$ cat config.mk
export PLATFORM = sky130hd
export DESIGN_NAME = cmp_unit_iter
export DESIGN_NICKNAME = d
export VERILOG_FILES = /design/src/rtl/cmp_pkg.sv /design/src/rtl/cmp_slice.sv /design/src/rtl/cmp_unit_iter.sv
export SDC_FILE = /design/constraint.sdc
export NUM_CORES = 1
export LEC_CHECK = 0
export ABC_AREA = 1
export BUFFER_PORTS_ARGS = -buffer_cell sky130_fd_sc_hd__buf_2
export CORE_MARGIN = 3
export CORE_UTILIZATION = 59
export DETAILED_ROUTE_END_ITERATION = 7
export PLACE_DENSITY = 0.85
export SETUP_SLACK_MARGIN = 0.15
export SYNTH_ARGS = -nofsm -noshare
export SYNTH_HDL_FRONTEND = slang
export SYNTH_HIERARCHICAL = 1
export SYNTH_SLANG_ARGS = --single-unit
$ cat constraint.sdc
create_clock -name CLK_CMP -period 4.2 [get_ports CLK_CMP]
set_input_delay 0.42 -clock CLK_CMP [delete_from_list [all_inputs] [get_ports CLK_CMP]]
set_output_delay 0.42 -clock CLK_CMP [all_outputs]
set_load 0.05 [all_outputs]
$ cat src/rtl/cmp_pkg.sv
// Shared definitions for the iterative comparator: op codes, relation codes,
// result codes, FSM states and small decode helpers.
package cmp_pkg;

    // ALU_FUN_CMP operation codes
    localparam logic [2:0] OP_NOP0 = 3'b000;
    localparam logic [2:0] OP_EQ   = 3'b001;
    localparam logic [2:0] OP_GT   = 3'b010;
    localparam logic [2:0] OP_LT   = 3'b011;
    localparam logic [2:0] OP_GE   = 3'b100;
    localparam logic [2:0] OP_LE   = 3'b101;
    localparam logic [2:0] OP_NE   = 3'b110;
    localparam logic [2:0] OP_NOP7 = 3'b111;

    // Raw relation codes driven on CMP_REL
    localparam logic [1:0] REL_EQ = 2'b00;
    localparam logic [1:0] REL_GT = 2'b01;
    localparam logic [1:0] REL_LT = 2'b10;

    // Result codes driven on CMP_OUT when the requested relation holds
    localparam logic [2:0] RES_FALSE = 3'd0;
    localparam logic [2:0] RES_EQ    = 3'd1;
    localparam logic [2:0] RES_GT    = 3'd2;
    localparam logic [2:0] RES_LT    = 3'd3;
    localparam logic [2:0] RES_GE    = 3'd4;
    localparam logic [2:0] RES_LE    = 3'd5;
    localparam logic [2:0] RES_NE    = 3'd6;

    typedef enum logic [1:0] {
        IDLE = 2'd0,
        RUN  = 2'd1,
        DONE = 2'd2
    } cmp_state_e;

    // Both 000 and 111 complete immediately with a zero result
    function automatic logic is_nop(input logic [2:0] op);
        return (op == OP_NOP0) || (op == OP_NOP7);
    endfunction

    // Map (operation, final relation) to the result code; false gives zero
    function automatic logic [2:0] result_code(input logic [2:0] op, input logic [1:0] rel);
        logic [2:0] code;
        code = RES_FALSE;
        case (op)
            OP_EQ:   code = (rel == REL_EQ) ? RES_EQ : RES_FALSE;
            OP_GT:   code = (rel == REL_GT) ? RES_GT : RES_FALSE;
            OP_LT:   code = (rel == REL_LT) ? RES_LT : RES_FALSE;
            OP_GE:   code = (rel != REL_LT) ? RES_GE : RES_FALSE;
            OP_LE:   code = (rel != REL_GT) ? RES_LE : RES_FALSE;
            OP_NE:   code = (rel != REL_EQ) ? RES_NE : RES_FALSE;
            default: code = RES_FALSE;
        endcase
        return code;
    endfunction

endpackage

$ cat src/rtl/cmp_slice.sv
// Combinational unsigned magnitude compare of one operand slice.
module cmp_slice #(
    parameter int CHUNK_WIDTH = 4
) (
    input  logic [CHUNK_WIDTH-1:0] a_slice,
    input  logic [CHUNK_WIDTH-1:0] b_slice,
    output logic                   gt,
    output logic                   lt
);

    // Plain unsigned ordering; signed order is obtained upstream by MSB bias
    always_comb begin
        gt = (a_slice > b_slice);
        lt = (a_slice < b_slice);
    end

endmodule

$ cat src/rtl/cmp_unit_iter.sv
// Iterative comparator: walks operands MSB slice first, one slice per clock,
// and stops at the first differing slice. Outputs are all registered.
module cmp_unit_iter
    import cmp_pkg::*;
#(
    parameter int DATA_WIDTH    = 16,
    parameter int CHUNK_WIDTH   = 4,
    parameter int CMP_OUT_width = 3
) (
    input  logic                     CLK_CMP,
    input  logic                     RST_CMP,
    input  logic [DATA_WIDTH-1:0]    A_IN_CMP,
    input  logic [DATA_WIDTH-1:0]    B_IN_CMP,
    input  logic [2:0]               ALU_FUN_CMP,
    input  logic                     CMP_SIGNED,
    input  logic                     CMP_EN,
    output logic                     CMP_BUSY,
    output logic                     CMP_Flag,
    output logic [CMP_OUT_width-1:0] CMP_OUT,
    output logic [1:0]               CMP_REL
);

    localparam int N     = DATA_WIDTH / CHUNK_WIDTH;
    localparam int IDX_W = (N > 1) ? $clog2(N) : 1;

    localparam logic [IDX_W-1:0]      IDX_TOP  = IDX_W'(N - 1);
    localparam logic [DATA_WIDTH-1:0] MSB_MASK = {1'b1, {(DATA_WIDTH-1){1'b0}}};

    cmp_state_e              state_q, state_d;
    logic [DATA_WIDTH-1:0]   a_q, a_d;
    logic [DATA_WIDTH-1:0]   b_q, b_d;
    logic [2:0]              op_q, op_d;
    logic [IDX_W-1:0]        idx_q, idx_d;
    logic [CMP_OUT_width-1:0] out_q, out_d;
    logic [1:0]              rel_q, rel_d;
    logic                    flag_q, flag_d;
    logic                    busy_q, busy_d;

    logic [CHUNK_WIDTH-1:0]  a_slice_s;
    logic [CHUNK_WIDTH-1:0]  b_slice_s;
    logic                    slice_gt_s;
    logic                    slice_lt_s;
    logic [1:0]              rel_s;

    // Select the slice currently addressed by the index register
    always_comb begin
        a_slice_s = a_q[int'(idx_q) * CHUNK_WIDTH +: CHUNK_WIDTH];
        b_slice_s = b_q[int'(idx_q) * CHUNK_WIDTH +: CHUNK_WIDTH];
    end

    cmp_slice #(
        .CHUNK_WIDTH (CHUNK_WIDTH)
    ) u_slice (
        .a_slice (a_slice_s),
        .b_slice (b_slice_s),
        .gt      (slice_gt_s),
        .lt      (slice_lt_s)
    );

    // Next-state and next-output logic for the IDLE/RUN/DONE sequence
    always_comb begin
        state_d = state_q;
        a_d     = a_q;
        b_d     = b_q;
        op_d    = op_q;
        idx_d   = idx_q;
        out_d   = out_q;
        rel_d   = rel_q;
        flag_d  = 1'b0;
        busy_d  = busy_q;

        if (slice_gt_s) begin
            rel_s = REL_GT;
        end else if (slice_lt_s) begin
            rel_s = REL_LT;
        end else begin
            rel_s = REL_EQ;
        end

        case (state_q)
            IDLE: begin
                if (CMP_EN) begin
                    // Flipping both MSBs maps two's-complement order onto unsigned order
                    a_d    = CMP_SIGNED ? (A_IN_CMP ^ MSB_MASK) : A_IN_CMP;
                    b_d    = CMP_SIGNED ? (B_IN_CMP ^ MSB_MASK) : B_IN_CMP;
                    op_d   = ALU_FUN_CMP;
                    busy_d = 1'b1;
                    if (is_nop(ALU_FUN_CMP)) begin
                        idx_d   = '0;
                        out_d   = '0;
                        rel_d   = REL_EQ;
                        flag_d  = 1'b1;
                        state_d = DONE;
                    end else begin
                        idx_d   = IDX_TOP;
                        state_d = RUN;
                    end
                end else begin
                    state_d = IDLE;
                end
            end
            RUN: begin
                // A difference decides at once; equality decides only at slice 0
                if (slice_gt_s || slice_lt_s || (idx_q == '0)) begin
                    out_d   = CMP_OUT_width'(result_code(op_q, rel_s));
                    rel_d   = rel_s;
                    flag_d  = 1'b1;
                    state_d = DONE;
                end else begin
                    idx_d = idx_q - IDX_W'(1);
                end
            end
            DONE: begin
                busy_d  = 1'b0;
                state_d = IDLE;
            end
            default: begin
                busy_d  = 1'b0;
                state_d = IDLE;
            end
        endcase
    end

    // State, latched operands and registered outputs; reset aborts any operation
    always_ff @(posedge CLK_CMP or negedge RST_CMP) begin
        if (!RST_CMP) begin
            state_q <= IDLE;
            a_q     <= '0;
            b_q     <= '0;
            op_q    <= 3'b000;
            idx_q   <= '0;
            out_q   <= '0;
            rel_q   <= REL_EQ;
            flag_q  <= 1'b0;
            busy_q  <= 1'b0;
        end else begin
            state_q <= state_d;
            a_q     <= a_d;
            b_q     <= b_d;
            op_q    <= op_d;
            idx_q   <= idx_d;
            out_q   <= out_d;
            rel_q   <= rel_d;
            flag_q  <= flag_d;
            busy_q  <= busy_d;
        end
    end

    assign CMP_BUSY = busy_q;
    assign CMP_Flag = flag_q;
    assign CMP_OUT  = out_q;
    assign CMP_REL  = rel_q;

endmodule
==> out/metrics.cfg, run 1 <==
[clock_tree]
numCtsBuffers=5
cts_root_buf=clkbuf_8
hold_buffers=0
cts.sinks=46
cts_resized=0
htreeDepth=2
cts_setup_buffers=0
clk_pin_slew_ns=0.08
cts_tree=done
max-clock-path-buffers=2
clkLatencyLatePin_ns=0.30

[worst_setup_path]
reg2reg_slack_ns=1.43
worstPathArrival_ns=2.96
r2r_cells=13
crit_path_end_kind=flop
crit_path_start_kind=flop
crit_required_ns=4.40
timing_worst_setup_path_type=flop to flop
critical_path_peak_fanout=19

[routing]
firstDrtPassIters=4
route.vias.total=1944
drt_wl_total_mm=4.53
wire_per_inst_um=11.8
viasPerCell=5.05
drt_iter0_markers=136
antenna_left=0
drc=0

[pwr]
pwr-share-comb_pct=49.3
intPower_mw=1.19
finalPower_mw=2.22
p_leak_nw=1.46
ir_drop_mv=0.330
switching_share_pct=46.2
seq_power_share_pct=36.4
p_sw_mw=1.03
p_clk_share_pct=14.3
power.density_mw_per_mm2=850

[sta]
finalCritPeriodShare_pct=65.8
max_freq_mhz=362
fin_crit_ns=2.77
drv_slew=0
setup_viol=0
slew_headroom_pct=36.9
setup_tns_ns=0
skew_ns=0.00721
rsz0062_at_grt=no
worst_slew_pin_slew_ns=0.946
report.final.hold_viol_count=0

[final_layout]
fin_nets=380
multi_input_area_sq_um=973
seqCellArea_sq_mm=0.00115
area_growth_pct=12.0
final_area_sq_mm=0.00262
layout_commonest_cell=nand2_1
antennaDiodeCount=0
final_cell_mix=nand2_1, dfrtp_1, buf_2
fill_cells=320
drive_gt1_share_pct=18.7

[grt]
grtUsageTotal_pct=21.4
grt_pass1_vias=1684
antenna_found_initial=0
overflow=0
grt_max_degree=47
grt_first_pass_wirelength_mm=7.42

[synth]
synthDistinctLibCells=23
synth_area_sq_mm=0.00233
synth_area_per_cell_sq_um=7.94
seq_area_frac_synth_pct=49.3
syn_inst=294
ys_ff_latch=46
ys_warn_count=6
synth_fp_nets=338

[floorplanning]
io_pins=46
start_util_pct=62.4
coreArea_sq_mm=0.00374
die_y_um=68.9
die_area_sq_mm=0.00475
die_x_um=68.9
rows=22

[placed_design]
dp.final_hpwl_mm=3.26
gp_congestion=0.841
placed_area_sq_mm=0.00251
io_buffers=45

[hold_path]
hold_path_class=primary input to async pin

[job]
drv_cap=0

[run_status]
status=finished, final reports clean

flip-flops by register name, summed over array words and instances (netlist names):
register	cells
b_q	16
CMP_BUSY	1
a_q	16
op_q	3
idx_q	2
CMP_REL	2
CMP_OUT	3
CMP_Flag	1
state_q	2
layout make-up:
cell class                 count  share of cell area (%)
inverter                      23                    3.49
sequential                    46                    44.0
tap                           48                    2.30
timing repair buffer          46                    8.90
multi-input combinational    214                    37.2
clock inverter                 1                    1.15
clock buffer                   7                    2.92
cell families (layout without fill, tap and decap cells):
logic type / count (synthesis) / count (layout) / share of synthesized area [%]
adder cells (fa/ha/maj): 5 / 5 / 2.68
flip-flops: 46 / 46 / 49.3
XOR/XNOR: 2 / 2 / 0.750
buffers and inverters: 34 / 77 / 9.00
AO/OA/AOI/OAI: 38 / 38 / 9.06
AND/OR/NAND/NOR: 169 / 169 / 29.2
power groups by stage:
stage | registers [mW] | clock network [mW] | logic (mW)
finish | 0.810 | 0.317 | 1.10
CTS | 0.808 | 0.323 | 1.09
detailed placement | 0.813 | 0 | 1.08
global route | 0.836 | 0.341 | 1.27
global placement | 0.805 | 0 | 1.04
floorplan | 0.823 | 0 | 0.878
synthesized netlist by cell type:
cell,n,share of area (%)
nand2_1,126,20
dfrtp_1,46,49
o21ai_0,25,5.4
nor2_1,23,3.7
inv_1,19,3.1
nand3_1,13,2.8
o22ai_1,8,2.1
ha_1,5,2.7
a21oi_1,3,0.64
buf_12,3,2.6
buf_4,3,0.96
inv_2,3,0.48
nand2_2,3,0.80
buf_2,2,0.43
buf_6,2,0.96
nor2_4,2,0.96
xnor2_1,2,0.75
and2_1,1,0.27
clkbuf_1,1,0.16
clkinv_4,1,0.38
nand3_2,1,0.43
o21ai_1,1,0.21
o21ai_4,1,0.70
worst max-delay path: stages (launching register included):
cell	delay [ns]
dfrtp_1	0.64
inv_1	0.34
o21ai_0	0.27
o22ai_1	0.09
inv_1	0.06
ha_1	0.23
a21oi_1	0.21
a21oi_1	0.15
inv_1	0.12
nand2_1	0.11
o21ai_4	0.22
nand2_2	0.10
nand3_1	0.07
nand2_1	0.05
per-layer routing:
layer,track usage (%),share of wire (%),vias to the layer above
met1,28.1,45,867
met4,7.06,1.6,0
met5,0,0,-
met3,5.67,6.4,6
li1,-,-,1012
met2,34.4,47,59
metrics by stage:
step / utilization (%) / hold WS, ns / setup WS, ns / std cells
2_1_floorplan: - / 0.124 / 1.96 / 294
3_3_place_gp: 67.0 / 0.451 / 1.58 / 377
3_5_place_dp: 67.0 / 0.458 / 1.51 / 377
4_1_cts: 69.9 / 0.300 / 1.48 / 385
5_1_grt: 69.9 / 0.313 / 1.07 / 385
6_report: 69.9 / 0.263 / 1.43 / 385
path summary, 6_finish.rpt:
check / endpoint / from
min reg2reg: b_q[7] / b_q[7]
max in group asynchronous: op_q[0] / RST_CMP
max: CMP_OUT[2] / idx_q[0]
min in group CLK_CMP: b_q[6] / B_IN_CMP[6]
max reg2reg: CMP_OUT[2] / idx_q[0]
min: CMP_OUT[0] / RST_CMP
(Power assumes the default switching activity.)
==> run 2, diff against run 1 <==
Settings changed: CORE_UTILIZATION 59 to 55, PLACE_DENSITY 0.85 to 0.8.
Clock period 4.2 ns to 2.8 ns, I/O delays scaled along.
==> run 2 against run 1 <==
  * Clock-buffer cell count stayed put
  * First-iteration DRC count rose by 51%
  * Global-route usage is 0.89 points lower
  * Via count is 3.1% higher
  * Core utilization shrank 5.0 points
  * Routed wire length is 6.7% higher
  * Critical endpoint is now CMP_OUT[0]
  * Highest routed layer unchanged
==> out/metrics.cfg, run 2 (synthesized netlist as in run 1, its figures left out) <==
[floorplanning]
io_pins=46
rows=23
die_area_sq_mm=0.00506
die_x_um=71.2
coreArea_sq_mm=0.00406
start_util_pct=57.5
die_y_um=71.2

[worst_setup_path]
cp_slowest_cell=dfrtp_2
reg2reg_slack_ns=0.34
worstPathArrival_ns=2.65
crit_path_end_kind=flop
max_stage_delay_ns=0.45
crit_chain=buf_6 > o21ai_0 > o22ai_1 > ha_1 > a21oi_1 > a21oi_2 > inv_1 > nand2_1 > o21ai_4 > nand2_2 > nand2_1 > nand2_1
timing_worst_setup_path_type=flop to flop
worstReg2RegEnd=CMP_OUT[0]
worst_path_most_repeated_cell=nand2_1
r2r_cells=12
rr_startpoint=idx_q[0]
critical_path_peak_fanout=18
crit_path_start_kind=flop
crit_required_ns=2.99

[final_layout]
final_cell_mix=nand2_1, dfrtp_1, buf_2
reg_top3=a_q (16), b_q (16)
fin_nets=382
antennaDiodeCount=0
area_growth_pct=12.6
layout_commonest_cell=nand2_1
seqCellArea_sq_mm=0.00115
multi_input_area_sq_um=977
fill_cells=372
drive_gt1_share_pct=20.6

[routing]
drt_iter0_markers=206
viasPerCell=5.15
firstDrtPassIters=4
drt_wl_total_mm=4.83
antenna_left=0
route.vias.total=2004
drc=0
wire_per_inst_um=12.4

[run_status]
status=finished, final reports clean

[sta]
setup_tns_ns=0
fin_crit_ns=2.46
drv_slew=0
setup_viol=0
report.final.hold_viol_count=0
worst_slew_pin_slew_ns=0.960
skew_ns=0.00735
slew_headroom_pct=36.0
finalCritPeriodShare_pct=87.8
rsz0062_at_grt=no
max_freq_mhz=407

[grt]
grt_max_degree=47
antenna_found_initial=0
grt_first_pass_wirelength_mm=8.19
grt_pass1_vias=1816
grtUsageTotal_pct=20.5
overflow=0

[pwr]
finalPower_mw=3.34
p_leak_nw=1.45
power.density_mw_per_mm2=1270
ir_drop_mv=0.644

[hold_path]
hold_path_class=primary input to async pin

[clock_tree]
clk_pin_slew_ns=0.08
cts.sinks=46
cts_root_buf=clkbuf_8
cts_tree=done
numCtsBuffers=5
cts_setup_buffers=0
max-clock-path-buffers=2
clkLatencyLatePin_ns=0.30
htreeDepth=2

[placed_design]
gp_congestion=0.832
io_buffers=45
dp.final_hpwl_mm=3.47

[job]
drv_cap=0

-- run 2: timing repair --
item | 4_1_cts | 5_1_grt
hold endpoints to repair | 0 | 0
hold buffers | 0 | 0
endpoints found under the setup margin | 0 | 6
gates resized for setup | 0 | 6
-- run 2: power by group --
group / leakage (nW) / switching, mW / internal [mW]
registers: 0.571 / 0.217 / 0.973
clock network: 0.0482 / 0.205 / 0.199
logic: 0.834 / 1.17 / 0.583
-- run 2: worst max-delay path by stage --
stage	depth (start not counted)	slack, ns	startpoint	end
floorplan	15	0.56	idx_q[0]	CMP_OUT[2]
global placement	13	0.51	idx_q[0]	CMP_OUT[2]
detailed placement	14	0.41	idx_q[0]	CMP_REL[0]
CTS	13	0.40	idx_q[0]	CMP_OUT[0]
global route	12	0.11	idx_q[0]	CMP_OUT[2]
finish	12	0.34	idx_q[0]	CMP_OUT[0]
-- run 2: cell type report --
cell class	count	area share [%]
clock inverter	1	0.190
multi-input combinational	214	37.2
tap	50	2.38
sequential	46	43.8
clock buffer	7	3.28
inverter	23	3.62
timing repair buffer	47	9.28
timing repair inverter	1	0.285
-- run 2: metal layers --
metal	GRT usage, %	wire (um)	up-vias	share of wire (%)
li1	-	-	1009	-
met1	29.8	2240	902	46
met2	29.5	2150	84	45
met3	5.40	365	9	7.6
met4	7.72	77	0	1.6
met5	0	0	-	0
-- run 2: critical path, delay by kind of cell, from the launching register on --
family | cells | cell delay, ns
adders and majority gates | 1 | 0.32
AOI/OAI and AO/OA | 5 | 0.94
and+or+nand+nor | 4 | 0.34
buffers and inverters | 2 | 0.29
DFF | 1 | 0.45
-- run 2: through the flow --
step           cells  utilization (%)  hold slack, ns  setup slack, ns  cell area [sq um]
6_report         389             64.8           0.131            0.340               2630
4_1_cts          388             64.3           0.166            0.402               2610
3_3_place_gp     380             62.1           0.461            0.510               2520
5_1_grt          389             64.8           0.171            0.109               2630
3_5_place_dp     380             62.1           0.459            0.412               2520
2_1_floorplan    294                -         -0.0156            0.564               2330
